==> config.mk <==
export PLATFORM = sky130hd
export DESIGN_NAME = alu_op_sequencer
export DESIGN_NICKNAME = d
export VERILOG_FILES = /design/src/rtl/alu_pkg.sv /design/src/rtl/alu_result_mux.sv /design/src/rtl/alu_op_sequencer.sv
export SDC_FILE = /design/constraint.sdc
export NUM_CORES = 1
export LEC_CHECK = 0
export BUFFER_PORTS_ARGS = -buffer_cell sky130_fd_sc_hd__buf_2
export CORE_AREA = 2 2 150 152
export DETAILED_ROUTE_END_ITERATION = 8
export DIE_AREA = 0 0 152 154
export GPL_TIMING_DRIVEN = 0
export SLEW_MARGIN = 40
export SYNTH_ARGS = -nofsm -noshare
export SYNTH_HDL_FRONTEND = slang
export SYNTH_HIERARCHICAL = 1
export SYNTH_SLANG_ARGS = --single-unit
==> constraint.sdc <==
create_clock -name clk -period 1.7 [get_ports clk]
set_clock_uncertainty 0.2 [all_clocks]
set_input_delay 0 -clock clk [delete_from_list [all_inputs] [get_ports clk]]
set_output_delay 0 -clock clk [all_outputs]
set_load 0.02 [all_outputs]
==> src/rtl/alu_pkg.sv <==
// Shared ALU sequencing types: opcode and sequencer state encodings, field widths
// and a small opcode classifier used by the datapath blocks.
package alu_pkg;

  localparam int OP_W   = 3;
  localparam int FLAG_W = 4;

  typedef enum logic [OP_W-1:0] {
    OP_ADD  = 3'd0,
    OP_SUB  = 3'd1,
    OP_MUL  = 3'd2,
    OP_DIV  = 3'd3,
    OP_MOD  = 3'd4,
    OP_MOV  = 3'd5,
    OP_ILL6 = 3'd6,
    OP_ILL7 = 3'd7
  } alu_op_t;

  typedef enum logic [1:0] {
    S_IDLE = 2'd0,
    S_EXEC = 2'd1,
    S_WAIT = 2'd2,
    S_DONE = 2'd3
  } seq_state_t;

  function automatic logic is_divmod(input alu_op_t op);
    return (op == OP_DIV) || (op == OP_MOD);
  endfunction

endpackage

==> src/rtl/alu_result_mux.sv <==
// Combinational select of one ALU result/flag pair by opcode; opcodes outside
// the defined set return zero and raise illegal.
module alu_result_mux
  import alu_pkg::*;
#(
  parameter int N = 32
) (
  input  alu_op_t           op,
  input  logic [N-1:0]      alu_rs,
  input  logic [N-1:0]      alu_rr,
  input  logic [N-1:0]      alu_rm,
  input  logic [N-1:0]      alu_rd,
  input  logic [N-1:0]      alu_rmod,
  input  logic [N-1:0]      alu_rmov,
  input  logic [FLAG_W-1:0] alu_fs,
  input  logic [FLAG_W-1:0] alu_fr,
  input  logic [FLAG_W-1:0] alu_fm,
  input  logic [FLAG_W-1:0] alu_fd,
  input  logic [FLAG_W-1:0] alu_fmod,
  input  logic [FLAG_W-1:0] alu_fmov,
  output logic [N-1:0]      result,
  output logic [FLAG_W-1:0] flags,
  output logic              illegal
);

  // result/flag selection by opcode
  always_comb begin
    result  = {N{1'b0}};
    flags   = {FLAG_W{1'b0}};
    illegal = 1'b0;
    case (op)
      OP_ADD:  begin result = alu_rs;   flags = alu_fs;   end
      OP_SUB:  begin result = alu_rr;   flags = alu_fr;   end
      OP_MUL:  begin result = alu_rm;   flags = alu_fm;   end
      OP_DIV:  begin result = alu_rd;   flags = alu_fd;   end
      OP_MOD:  begin result = alu_rmod; flags = alu_fmod; end
      OP_MOV:  begin result = alu_rmov; flags = alu_fmov; end
      default: begin
        result  = {N{1'b0}};
        flags   = {FLAG_W{1'b0}};
        illegal = 1'b1;
      end
    endcase
  end

endmodule

==> src/rtl/alu_op_sequencer.sv <==
// Sequences one operation at a time through the shared combinational ALU.
// Optional: define ALU_OP_SEQUENCER_DIVZ_EN to short-circuit DIV/MOD by zero with rsp_err.
module alu_op_sequencer
  import alu_pkg::*;
#(
  parameter int N        = 32,
  parameter int MUL_WAIT = 1,
  parameter int DIV_WAIT = 4
) (
  input  logic              clk,
  input  logic              rst,
  input  logic              req_valid,
  output logic              req_ready,
  input  logic [OP_W-1:0]   req_op,
  input  logic [N-1:0]      req_a,
  input  logic [N-1:0]      req_b,
  output logic              rsp_valid,
  input  logic              rsp_ready,
  output logic [N-1:0]      rsp_result,
  output logic [FLAG_W-1:0] rsp_flags,
  output logic              rsp_err,
  output logic [N-1:0]      alu_a,
  output logic [N-1:0]      alu_b,
  input  logic [N-1:0]      alu_rs,
  input  logic [N-1:0]      alu_rr,
  input  logic [N-1:0]      alu_rm,
  input  logic [N-1:0]      alu_rd,
  input  logic [N-1:0]      alu_rmod,
  input  logic [N-1:0]      alu_rmov,
  input  logic [FLAG_W-1:0] alu_fs,
  input  logic [FLAG_W-1:0] alu_fr,
  input  logic [FLAG_W-1:0] alu_fm,
  input  logic [FLAG_W-1:0] alu_fd,
  input  logic [FLAG_W-1:0] alu_fmod,
  input  logic [FLAG_W-1:0] alu_fmov
);

  seq_state_t        state_r;
  alu_op_t           op_r;
  logic [3:0]        cnt_r;
  logic              req_ready_r;
  logic              rsp_valid_r;
  logic              rsp_err_r;
  logic [N-1:0]      rsp_result_r;
  logic [FLAG_W-1:0] rsp_flags_r;
  logic [N-1:0]      alu_a_r;
  logic [N-1:0]      alu_b_r;

  logic [N-1:0]      mux_result_s;
  logic [FLAG_W-1:0] mux_flags_s;
  logic              mux_illegal_s;
  logic              divz_s;
  logic [N-1:0]      cap_result_s;
  logic [FLAG_W-1:0] cap_flags_s;
  logic              cap_err_s;
  logic [3:0]        load_cnt_s;

  alu_result_mux #(.N(N)) u_mux (
    .op       (op_r),
    .alu_rs   (alu_rs),
    .alu_rr   (alu_rr),
    .alu_rm   (alu_rm),
    .alu_rd   (alu_rd),
    .alu_rmod (alu_rmod),
    .alu_rmov (alu_rmov),
    .alu_fs   (alu_fs),
    .alu_fr   (alu_fr),
    .alu_fm   (alu_fm),
    .alu_fd   (alu_fd),
    .alu_fmod (alu_fmod),
    .alu_fmov (alu_fmov),
    .result   (mux_result_s),
    .flags    (mux_flags_s),
    .illegal  (mux_illegal_s)
  );

  // settle budget for the incoming opcode
  always_comb begin
    load_cnt_s = 4'd0;
    case (alu_op_t'(req_op))
      OP_MUL:         load_cnt_s = 4'(MUL_WAIT);
      OP_DIV, OP_MOD: load_cnt_s = 4'(DIV_WAIT);
      default:        load_cnt_s = 4'd0;
    endcase
  end

  // divide-by-zero detection on the held divisor
  always_comb begin
    divz_s = 1'b0;
`ifdef ALU_OP_SEQUENCER_DIVZ_EN
    if (is_divmod(op_r) && (alu_b_r == {N{1'b0}})) begin
      divz_s = 1'b1;
    end else begin
      divz_s = 1'b0;
    end
`else
    divz_s = 1'b0;
`endif
  end

  // value captured into the response registers
  always_comb begin
    cap_result_s = mux_result_s;
    cap_flags_s  = mux_flags_s;
    cap_err_s    = mux_illegal_s;
    if (divz_s) begin
      cap_result_s = {N{1'b0}};
      cap_flags_s  = {FLAG_W{1'b0}};
      cap_err_s    = 1'b1;
    end else begin
      cap_result_s = mux_result_s;
      cap_flags_s  = mux_flags_s;
      cap_err_s    = mux_illegal_s;
    end
  end

  // sequencer FSM, operand holding and response registers
  always_ff @(posedge clk) begin
    if (rst) begin
      state_r      <= S_IDLE;
      op_r         <= OP_ADD;
      cnt_r        <= 4'd0;
      req_ready_r  <= 1'b1;
      rsp_valid_r  <= 1'b0;
      rsp_err_r    <= 1'b0;
      rsp_result_r <= {N{1'b0}};
      rsp_flags_r  <= {FLAG_W{1'b0}};
      alu_a_r      <= {N{1'b0}};
      alu_b_r      <= {N{1'b0}};
    end else begin
      case (state_r)
        S_IDLE: begin
          if (req_valid && req_ready_r) begin
            alu_a_r     <= req_a;
            alu_b_r     <= req_b;
            op_r        <= alu_op_t'(req_op);
            cnt_r       <= load_cnt_s;
            req_ready_r <= 1'b0;
            state_r     <= S_EXEC;
          end else begin
            state_r <= S_IDLE;
          end
        end
        S_EXEC: begin
          if (divz_s || (cnt_r == 4'd0)) begin
            rsp_result_r <= cap_result_s;
            rsp_flags_r  <= cap_flags_s;
            rsp_err_r    <= cap_err_s;
            rsp_valid_r  <= 1'b1;
            state_r      <= S_DONE;
          end else begin
            state_r <= S_WAIT;
          end
        end
        S_WAIT: begin
          cnt_r <= cnt_r - 4'd1;
          if (cnt_r == 4'd1) begin
            rsp_result_r <= cap_result_s;
            rsp_flags_r  <= cap_flags_s;
            rsp_err_r    <= cap_err_s;
            rsp_valid_r  <= 1'b1;
            state_r      <= S_DONE;
          end else begin
            state_r <= S_WAIT;
          end
        end
        S_DONE: begin
          if (rsp_ready) begin
            rsp_valid_r <= 1'b0;
            req_ready_r <= 1'b1;
            state_r     <= S_IDLE;
          end else begin
            state_r <= S_DONE;
          end
        end
        default: begin
          rsp_valid_r <= 1'b0;
          req_ready_r <= 1'b1;
          state_r     <= S_IDLE;
        end
      endcase
    end
  end

  assign req_ready  = req_ready_r;
  assign rsp_valid  = rsp_valid_r;
  assign rsp_result = rsp_result_r;
  assign rsp_flags  = rsp_flags_r;
  assign rsp_err    = rsp_err_r;
  assign alu_a      = alu_a_r;
  assign alu_b      = alu_b_r;

endmodule

Word level (Yosys, flattened, before mapping):

Cells that the tools add are included.

* word-level logic and storage cells: 69
* output and inout bits: 103
* memories: 0
* bits of input ports: 287
* register bits: 112
* latch bits: 0
* memory bits (read-only): 0
* memory bits (writable): 0

* bitwise operators: 0
* multipliers: 0
* $add $sub $neg: 1
* reductions and logical operators: 15
* shifts and indexed selects: 0
* mux-type cells: 27
* order comparisons: 0
* equal/unequal tests: 16
* divide/modulo/power cells: 0

Operators by type and width (number)
* one-hot mux 32 bit (6 select lines): 1
* 2-to-1 mux 32 bit: 2
* one-hot mux 32 bit (2 select lines): 1
* one-hot mux 4 bit (6 select lines): 1
* one-hot mux 4 bit (2 select lines): 2
* == test 3 x 2 -> 1 bit, second input constant: 4
* 2-to-1 mux 4 bit: 3
* 2-to-1 mux 1 bit: 11
* == test 3 bit, second input constant: 3
* inequality test 2 bit, second input constant: 4
* one-hot mux 2 bit (4 select lines): 1
* one-hot mux 3 bit (2 select lines): 1
* AND reduction 3 bit: 2
* nonzero test 2 bit: 3
* OR reduction 6 bit: 1
* == test 2 bit, second input constant: 2
* == test 4 x 1 -> 1 bit, second input constant: 1
* logical NOT 4 bit: 1
* one-hot mux 1 bit (2 select lines): 2
* AND reduction 2 bit: 2
* AND reduction 4 bit: 1
* subtractor 4 x 1 -> 4 bit, second input constant: 1
* == test 3 x 1 -> 1 bit, second input constant: 1
* logical NOT 3 bit: 1
* 7 further kinds: 7

Longest topological paths before layout:

Gate-level depths: netlist (run 1).

* depth in word-level cells: 5
* mapped depth: 8
* gate-level depth less buffers: 5

Cells and area by module:

The synthesis (run 1) kept the hierarchy.

Modules (own cells, without submodules)
* alu_op_sequencer: instances 1, cells an instance 505, area each 4384.2 um^2, sequential area each 2242.2 um^2
* alu_result_mux: instances 1, cells an instance 241, area each 1996.9 um^2, sequential area each 0.0 um^2

Worst setup path after synthesis (run 1):

Ideal clock, no wire load.

* path type: register to register
* from: register op_r[1]
* to: register rsp_result_r[6] (netlist: rsp_result[6])
* library setup time: 0.126 ns
* data arrival time: 1.302 ns
* clock period less this slack: 1.628 ns
* stages on the path, launching flop included: 8
* slack: 0.072 ns
* required time: 1.374 ns
* buffers on the path: 2
* path through: dfxtp_1 -> buf_6 -> buf_6 -> mux2_4 -> a221oi_2 -> a31oi_1 -> nand2b_1 -> mux2i_1

* cells in the longest elaborated chain, start to end: 4
* elaborated cells on any way between the ends: 10
* those cells by class: eq/ne (5); mux (4); reduce/logical (1)

RTL lines
* start: declaration: RTL line alu_op_sequencer.sv:39 `alu_op_t op_r;`
* start signal: assignment: RTL line alu_op_sequencer.sv:136 `op_r <= alu_op_t'(req_op);`
* == test 3 bit (tied with other cells): RTL line alu_result_mux.sv:31 `case (op)`
* one-hot mux 32 bit (6 select lines) *: RTL line alu_result_mux.sv:31
* net cap_result_s[6]: RTL line alu_op_sequencer.sv:53 `logic [N-1:0] cap_result_s;`
* 2-to-1 mux 32 bit, on equally long branches: RTL line alu_op_sequencer.sv:157, alu_op_sequencer.sv:145
* one-hot mux 32 bit (2 select lines) *: RTL line alu_op_sequencer.sv:131 `case (state_r)`
* end signal: assignment: RTL line alu_op_sequencer.sv:126 `rsp_result_r <= {N{1'b0}};`
* end signal: assignment: RTL line alu_op_sequencer.sv:146 `rsp_result_r <= cap_result_s;`
* end signal: assignment: RTL line alu_op_sequencer.sv:158 `rsp_result_r <= cap_result_s;`
* end: declaration: RTL line alu_op_sequencer.sv:44 `logic [N-1:0] rsp_result_r;`

The timed path passes the listed nets; every way through them passes the cells marked *. The select of a mux whose other input is x is not followed.
A chain may end at the register's enable or synchronous reset.

Worst setup path in the final report (run 1):

Ends and elaborated chain as after synthesis.

==> out/results.ini, run 1 <==
[timing]
period_needed_ps = 1800
setup_viol = 23
max_clock_freq_ghz = 0.555
fin_ws_ps = -101
slew_violations = 0
relSlewSlack = 0.582
final.setup.tns_ps = -1070
rsz0062_at_grt = true
min_period_over_period = 1.06
hold_ws_ps = -7.20
worst_pin_slew_ps = 627
final_hold_viol_count = 2

[cts]
numCtsBuffers = 9
cts_root_buf = clkbuf_16
clk_pin_slew_worst_paths_ps = 80
clkLatencyLatePin_ps = 350
tritoncts = yes
cts.path.max_buffers = 2
cts_sinks = 112
htreeDepth = 3

[floorplanning]
die-area_sq_mm = 0.0234
start_util = 0.294
die_h_um = 154
core_area_sq_mm = 0.0217
ios = 390
rows = 54
die_x_um = 152

[drt]
vias_per_cell = 4.85
dr.pass1.iters = 5
wl_per_cell_um = 18.6
ant_nets = 0
drc = 0
totalWireLength_um = 29500
drt_iter0_drc = 408
vias = 7701

[global_route]
grt_pass1_vias = 7902
grt_max_degree = 21
antenna_found_initial = 9
grt_usage = 0.235
grt_pass1_wl_um = 43800
grt.overflow.total = 0

[synth]
synth_area_leaders = dfxtp_1 35%, mux2i_1 13%, nand2_1 9.4%
async_flop_share = 0
synth_commonest_cells = 159 x nand2_1, 112 x dfxtp_1, 86 x mux2i_1, 77 x nand2b_1, 76 x a21oi_1
synth_nets = 1036
yosysUniqueCellTypes = 43
ys_ff_latch = 112
yosysSeqAreaShare = 0.351
synth_edf_count = 0
synthFlopType = dfxtp_1
synth_area_sq_mm = 0.00638
synthCells = 746
ys.warnings.count = 6
synth_area_per_cell_sq_um = 8.55
synth_top_area_frac = 0.351
synth_top_area_cell = dfxtp_1
synth.most_common_cell = nand2_1

[setup_path]
critPathArrivalTime_ps = 1840
endpoint_kind = register
path_class = reg -> reg
cp-start-kind = register
worst-path-max-fanout = 6
critical_path_required_ps = 1740

[final_layout]
regArea_sq_mm = 0.00226
utilization = 0.517
multi_input_area_sq_mm = 0.00407
area_delta_synth_final_pct = 75.8
nFillCells = 1995
fin_nets = 1587
fin_cells = 1589
drive_above_1_share = 0.442

[place]
dp.cells = 1414
gp_congestion = 0.840
port_buffers = 388
dp_hpwl_um = 20600

[power_and_ir_drop]
ir_worst_vdd_mv = 0.500
p_leak_nw = 4.93
fin_total_pwr_mw = 9.37
p_per_area_mw_per_mm2 = 835

[outcome]
violations = hold timing, setup timing
outcome = finished, violations left

[run]
maxCapViolCount = 0

[hold_path]
hp-class = in -> reg

==> critical path, cell delays in order, from the launching register on <==
cell,delay [ps]
dfxtp_4,400
buf_8,150
buf_12,130
mux2_4,320
a221oi_4,240
a31oi_1,70
nand2b_1,100
mux2i_1,70
==> cell type report <==
cell class / instances / area share
Antenna cell: 7 / 0.00156
Buffer: 68 / 0.0581
Clock buffer: 10 / 0.0204
Clock inverter: 6 / 0.00558
Inverter: 3 / 0.00178
Multi-Input combinational cell: 563 / 0.362
Sequential cell: 112 / 0.201
Tap cell: 280 / 0.0312
Timing Repair Buffer: 540 / 0.318
==> registers in the layout, indices dropped and copies added (netlist names), 2 cells and up <==
name        count
rsp_flags       4
rsp_result     32
cnt_r           4
state_r         2
op_r            3
alu_b          32
alu_a          32
==> stage by stage <==
step                cell area, sq um  setup slack [ps]
floorplan                       6380              72.0
global placement                8670              -371
detailed placement              8670              -354
CTS                            10800              -103
global route                   11200              -161
finish                         11200              -101
==> per-layer routing <==
layer  up-vias  track usage  wire, um
met4         4        0.110       998
met5         -            0        26
met3        54       0.0617      2310
met2       405        0.419     14900
li1       3720            -         -
met1      3518        0.261     11300
==> final timing paths <==
| kind | slack, ps | startpoint | endpoint | depth (start not counted) |
|---|---|---|---|---|
| hold reg to reg | 260 | alu_a[25] | alu_a[25] | 2 |
| setup / recovery | -100 | op_r[1] | rsp_result[6] | 7 |
| hold / removal | -7 | alu_rm[5] | rsp_result[5] | 5 |
| setup reg to reg | -100 | op_r[1] | rsp_result[6] | 7 |
==> kinds of logic after synthesis <==
family,Yosys count,synth area share
flip-flops,112,0.351
adder cells (fa/ha/maj),3,0.00588
AND/OR/NAND/NOR,293,0.228
AO/OA/AOI/OAI,145,0.149
buffers and inverters,71,0.0627
multiplexers,122,0.203
==> cell usage in the layout, fill, tap and decap left out, types with 3 or more instances in the layout <==
| cell | instances |
|---|---|
| dfxtp_1 | 104 |
| buf_2 | 394 |
| a21oi_1 | 72 |
| or3_1 | 12 |
| nor3b_1 | 4 |
| mux2_4 | 12 |
| o221ai_1 | 6 |
| a221o_1 | 5 |
| buf_4 | 13 |
| nor2_1 | 9 |
| nand3b_1 | 9 |
| dfxtp_4 | 3 |
| nor3b_2 | 4 |
| nand2b_1 | 77 |
| clkbuf_16 | 13 |
| a221oi_2 | 9 |
| nand2_1 | 157 |
| clkbuf_1 | 17 |
| diode_2 | 7 |
| mux2i_4 | 5 |
| mux2_2 | 24 |
| mux2i_2 | 5 |
| a31oi_1 | 14 |
| dfxtp_2 | 5 |
| buf_6 | 14 |
| mux2i_1 | 76 |
| nand3_1 | 4 |
| buf_12 | 15 |
| o221ai_2 | 6 |
| clkbuf_2 | 11 |
| a21oi_2 | 4 |
| dlygate4sd3_1 | 134 |
| a221oi_4 | 3 |
| a22oi_2 | 4 |
| o22ai_1 | 6 |
| o21ai_0 | 6 |
==> report_power, final <==
group	total [mW]	internal (mW)	leakage (nW)	switching, mW
registers	3.15	2.95	0.917	0.192
logic	4.06	1.96	3.87	2.10
clock network	2.16	1.04	0.142	1.12
==> what timing repair did <==
action	in CTS	in global routing
resized for setup	91	86
gates cloned	3	4
hold buffers	134	0
endpoints found under the hold margin	104	0
buffers inserted	8	3
pin swaps	4	11
setup endpoints to repair	81	99
Power figures use the tool's default switching activity.
==> run 2: changes to the inputs <==
Settings changed: MAX_ROUTING_LAYER set to met4.
==> out/results.ini, run 2 (synthesized netlist as in run 1, its figures left out) <==
[outcome]
outcome = finished, violations left
violations = hold timing, setup timing

[global_route]
grt_usage = 0.242  ; +0.00699
grt.overflow.total = 0  ; unchanged
grt_pass1_vias = 7914  ; +0.15%
grt_pass1_wl_um = 43700  ; -0.14%
grt_max_degree = 21  ; unchanged
antenna_found_initial = 9  ; unchanged

[final_layout]
final_common_cell = buf_2
area_delta_synth_final_pct = 76.1
fin_cells = 1591  ; +0.13%
multi_input_area_sq_mm = 0.00408  ; +0.28%
drive_above_1_share = 0.445  ; +0.00307
fin_nets = 1587  ; unchanged
utilization = 0.518  ; +0.000750
nFillCells = 1992  ; -0.15%
regArea_sq_mm = 0.00226  ; unchanged
final_cell_mix = 396 x buf_2, 157 x nand2_1, 134 x dlygate4sd3_1

[setup_path]
ff2ff_setup_slack_ps = -100  ; about the same
cp-start-kind = register
worstSetupStartpoint = op_r[1]
endpoint_kind = register
critPathArrivalTime_ps = 1840  ; about the same
crit_end = rsp_result[6]
r2r_end = rsp_result[6]
critical_path_required_ps = 1740  ; about the same
path_class = reg -> reg
r2r_start = op_r[1]
worst-path-max-fanout = 6  ; unchanged
worstRegToRegCells = 7  ; unchanged

[floorplanning]
rows = 54  ; unchanged
ios = 390  ; unchanged
die-area_sq_mm = 0.0234  ; unchanged
start_util = 0.294  ; unchanged
die_h_um = 154  ; unchanged
die_x_um = 152  ; unchanged
core_area_sq_mm = 0.0217  ; unchanged

[drt]
dr.pass1.iters = 4  ; -1
vias = 7714  ; +0.17%
wl_per_cell_um = 18.6  ; about the same
drt_iter0_drc = 439  ; +7.6%
drc = 0  ; unchanged
ant_nets = 0  ; unchanged
totalWireLength_um = 29500  ; about the same
vias_per_cell = 4.85  ; about the same

[timing]
setup_viol = 25  ; +8.7%
max_clock_freq_ghz = 0.555  ; -0.11%
slew_violations = 0  ; unchanged
period_needed_ps = 1800  ; +1.91 ps
hold_ws_ps = -5.67  ; +1.53 ps
relSlewSlack = 0.569  ; -0.0129
final_hold_viol_count = 2  ; unchanged
worst_pin_slew_ps = 646  ; +19.4 ps
final.setup.tns_ps = -1120  ; -42.2 ps
min_period_over_period = 1.06  ; +0.00113
rsz0062_at_grt = true
fin_ws_ps = -103  ; -1.91 ps

[cts]
cts_root_buf = clkbuf_16
tritoncts = yes
clkLatencyLatePin_ps = 350  ; about the same
numCtsBuffers = 9  ; unchanged
clk_pin_slew_worst_paths_ps = 80  ; about the same
htreeDepth = 3  ; unchanged
cts_sinks = 112  ; unchanged
cts.path.max_buffers = 2  ; unchanged

[power_and_ir_drop]
ir_worst_vdd_mv = 0.501  ; +0.13%
p_sw_frac = 0.365  ; about the same
pwr-share-seq = 0.336  ; about the same
pwr-share-comb = 0.435  ; about the same
p_per_area_mw_per_mm2 = 834  ; about the same
p_switching_mw = 3.42  ; +0.15%
p_int_mw = 5.96  ; about the same
p_leak_nw = 4.93  ; +0.12%
p_clk_frac = 0.230  ; about the same

[run]
maxCapViolCount = 0  ; unchanged

[place]
dp.cells = 1414  ; unchanged
port_buffers = 388  ; unchanged
dp_hpwl_um = 20600  ; unchanged
gp_congestion = 0.853  ; +1.6%

[hold_path]
hp-class = in -> reg

[run 2: layout make-up]
type / count / share of cell area
Multi-Input combinational cell: 563 / 0.363
Timing Repair Buffer: 540 / 0.317
Sequential cell: 112 / 0.201
Buffer: 68 / 0.0580
Tap cell: 280 / 0.0312
Clock buffer: 10 / 0.0204
Clock inverter: 6 / 0.00557
Antenna cell: 9 / 0.00200
Inverter: 3 / 0.00178
[run 2: worst min-delay path by stage]
stage / slack (ps) / start / end / cells after the start
CTS: 2 / alu_rm[12] / rsp_result[12] / 5
detailed placement: 50 / req_b[9] / alu_b[9] / 3
global placement: 40 / req_b[1] / alu_b[1] / 3
floorplan: -60 / req_op[0] / op_r[0] / 2
finish: -6 / alu_rm[5] / rsp_result[5] / 5
global route: 20 / alu_rm[12] / rsp_result[12] / 5
[run 2: power groups by stage]
stage / registers (mW) / logic [mW] / clock network, mW
finish: 3.15 / 4.08 / 2.15
global route: 3.19 / 4.34 / 2.34
CTS: 3.13 / 3.75 / 2.24
detailed placement: 3.18 / 3.18 / 0
global placement: 3.17 / 3.17 / 0
floorplan: 3.52 / 1.64 / 0
[run 2: repair_timing]
action                                  in CTS  in global routing
endpoints found under the setup margin      81                 98
resized for setup                           91                 91
cloned                                       3                  4
hold buffers                               134                  0
endpoints found under the hold margin      104                  0
setup buffers                                8                  3
pin swaps                                    4                 11
[run 2: layer usage]
layer | vias to the layer above | GRT usage | share of wire
met5 | - | - | 0
met4 | 0 | 0.110 | 0.033
met3 | 48 | 0.0538 | 0.071
met2 | 383 | 0.417 | 0.51
met1 | 3564 | 0.267 | 0.39
li1 | 3719 | - | -
[run 2: critical path, cell delays in order, from the launching register on]
cell and delay [ps]:
dfxtp_4 410, buf_8 150, buf_12 130, mux2_4 320, a221oi_4 230, a31oi_1 70, nand2b_1 100, mux2i_1 70
[run 2: through the flow]
step	power [mW]	worst slack [ps]	cell area [sq um]	hold WS, ps
global placement	6.34	-371	8670	40.6
detailed placement	6.36	-354	8670	46.8
CTS	9.12	-103	10800	2.14
floorplan	5.15	72.0	6380	-64.0
global route	9.87	-161	11200	17.1
finish	9.37	-103	11200	-5.67
==> run 3: changes to the inputs <==
Settings changed: CELL_PAD_IN_SITES_DETAIL_PLACEMENT set to 1, CELL_PAD_IN_SITES_GLOBAL_PLACEMENT set to 2, CORE_AREA 2 2 150 152 to not set, CORE_UTILIZATION set to 21, DIE_AREA 0 0 152 154 to not set, PLACE_DENSITY_LB_ADDON set to 0.1.
==> out/results.ini, run 3 (synthesized netlist as in run 1, its figures left out) <==
[floorplanning]
start_util = 0.214  ; -0.0801
die_x_um = 176  ; +16%
die-area_sq_mm = 0.0311  ; +33%
core_area_sq_mm = 0.0298  ; +37%
ios = 390  ; unchanged
rows = 63  ; +17%
die_h_um = 176  ; +14%

[setup_path]
worstRegToRegCells = 8  ; +1
cp-start-kind = register
ff2ff_setup_slack_ps = -50  ; +50 ps
endpoint_kind = register
path_class = reg -> reg
critPathArrivalTime_ps = 1800  ; -40 ps
worst-path-max-fanout = 8  ; +2
critical_path_required_ps = 1750  ; about the same

[drt]
ant_nets = 0  ; unchanged
vias_per_cell = 4.45  ; -8.2%
dr.pass1.iters = 4  ; unchanged
totalWireLength_um = 31700  ; +7.3%
vias = 7548  ; -2.2%
drc = 0  ; unchanged
wl_per_cell_um = 18.7  ; +0.68%
drt_iter0_drc = 204  ; -54%

[power_and_ir_drop]
pwr-share-seq = 0.326  ; -0.010
p_int_mw = 6.11  ; +2.5%
p_sw_frac = 0.365  ; +0.000838
p_leak_nw = 5.06  ; +2.6%
fin_total_pwr_mw = 9.63  ; +2.7%
pwr-share-comb = 0.449  ; +0.014
p_per_area_mw_per_mm2 = 821  ; -1.5%
p_switching_mw = 3.52  ; +2.9%
p_clk_frac = 0.225  ; -0.005
ir_worst_vdd_mv = 0.416  ; -17%

[global_route]
grt_max_degree = 21  ; unchanged
met2_usage = 0.367  ; -0.0506
grt_pass1_wl_um = 45700  ; +4.5%
grt-busiest-layer = met2
gr-usage-met1 = 0.220  ; -0.0476
grt_pass1_vias = 7909  ; -0.063%
grt.overflow.total = 0  ; unchanged
grt_usage = 0.201  ; -0.0414
gr-usage-met3 = 0.0336  ; -0.0202
antenna_found_initial = 0  ; -9

[timing]
hold_ws_ps = -40.5  ; -34.8 ps
slew_violations = 0  ; unchanged
min_period_over_period = 1.03  ; -0.0301
period_needed_ps = 1750  ; -51.2 ps
setup_viol = 25  ; unchanged
worst_pin_slew_ps = 600  ; -45.6 ps
max_clock_freq_ghz = 0.571  ; +2.9%
fin_ws_ps = -52.0  ; +51.2 ps
rsz0062_at_grt = true
relSlewSlack = 0.600  ; +0.0304
final_hold_viol_count = 6  ; +4

[final_layout]
final_cell_mix = 389 x buf_2, 158 x nand2_1, 128 x dlygate4sd3_1
multi_input_area_sq_mm = 0.00432  ; +5.9%
num_antenna_cells = 0  ; -9
nFillCells = 3575  ; +79%
regArea_sq_mm = 0.00226  ; about the same
area_delta_synth_final_pct = 83.6
drive_above_1_share = 0.470  ; +0.0247
fin_nets = 1592  ; +0.32%
utilization = 0.393  ; -0.125
final_common_cell = buf_2

[place]
port_buffers = 388  ; unchanged
gp_congestion = 0.803  ; -5.8%
dp_hpwl_um = 23600  ; +14%

[outcome]
violations = hold timing, setup timing
outcome = finished, violations left

[cts]
clkLatencyLatePin_ps = 350  ; about the same
numCtsBuffers = 9  ; unchanged
cts_sinks = 112  ; unchanged
cts_root_buf = clkbuf_16
tritoncts = yes
cts.path.max_buffers = 2  ; unchanged
clk_pin_slew_worst_paths_ps = 80  ; about the same
htreeDepth = 3  ; unchanged

[run]
maxCapViolCount = 0  ; unchanged

[hold_path]
min_delay_path_depth = 5  ; unchanged
hp-class = in -> reg

-- run 3: layer usage --
| layer | vias up | part of all wire |
|---|---|---|
| met3 | 31 | 0.057 |
| met4 | 0 | 0.020 |
| met2 | 246 | 0.52 |
| met1 | 3542 | 0.40 |
| met5 | - | 0 |
| li1 | 3729 | - |
-- run 3: timing repair --
item | CTS | global route
cloned | 7 | 1
hold buffers | 127 | 1
pin swaps | 27 | 29
endpoints found under the setup margin | 108 | 62
gates resized for setup | 159 | 84
buffers inserted | 18 | 6
endpoints found under the hold margin | 104 | 1
-- run 3: final timing paths --
check,from,endpoint
hold / removal,alu_rm[25],rsp_result[25]
setup / recovery,op_r[0],rsp_result[22]
setup reg to reg,op_r[0],rsp_result[22]
hold reg to reg,alu_a[23],alu_a[23]
-- run 3: layout make-up --
type	instances	area share
multi-input cells	563	0.368
inverters	3	0.00171
clock inverters	6	0.00534
well taps	390	0.0416
repair buffers	547	0.314
clock buffers	9	0.0192
plain buffers	66	0.0571
flip-flops and latches	112	0.193
-- run 3: power by group through the flow --
stage / Sequential [mW] / Clock (mW) / Combinational (mW)
after global placement: 3.17 / 0 / 3.27
final: 3.14 / 2.16 / 4.32
after floorplan: 3.52 / 0 / 1.64
after detailed placement: 3.18 / 0 / 3.27
after CTS: 3.14 / 2.28 / 4.13
after global routing: 3.18 / 2.36 / 4.65
-- run 3: critical path: stages, from the launching register on --
cell,delay [ps]
dfxtp_2,360
buf_12,150
buf_12,160
buf_8,120
buf_16,130
mux2i_4,250
o221ai_4,120
nand2b_1,80
mux2i_1,60
-- run 3: metrics by stage --
stage	std cells	worst slack (ps)	TNS [ps]	instance area, sq um	hold WS, ps
final	1696	-52.0	-594	11700	-40.5
after global routing	1696	-137	-2990	11700	1.77
after CTS	1691	-114	-1620	11300	0.510
after detailed placement	1524	-560	-28200	8810	48.0
after global placement	1524	-580	-27330	8810	40.8
after floorplan	746	72.0	0	6380	-64.0
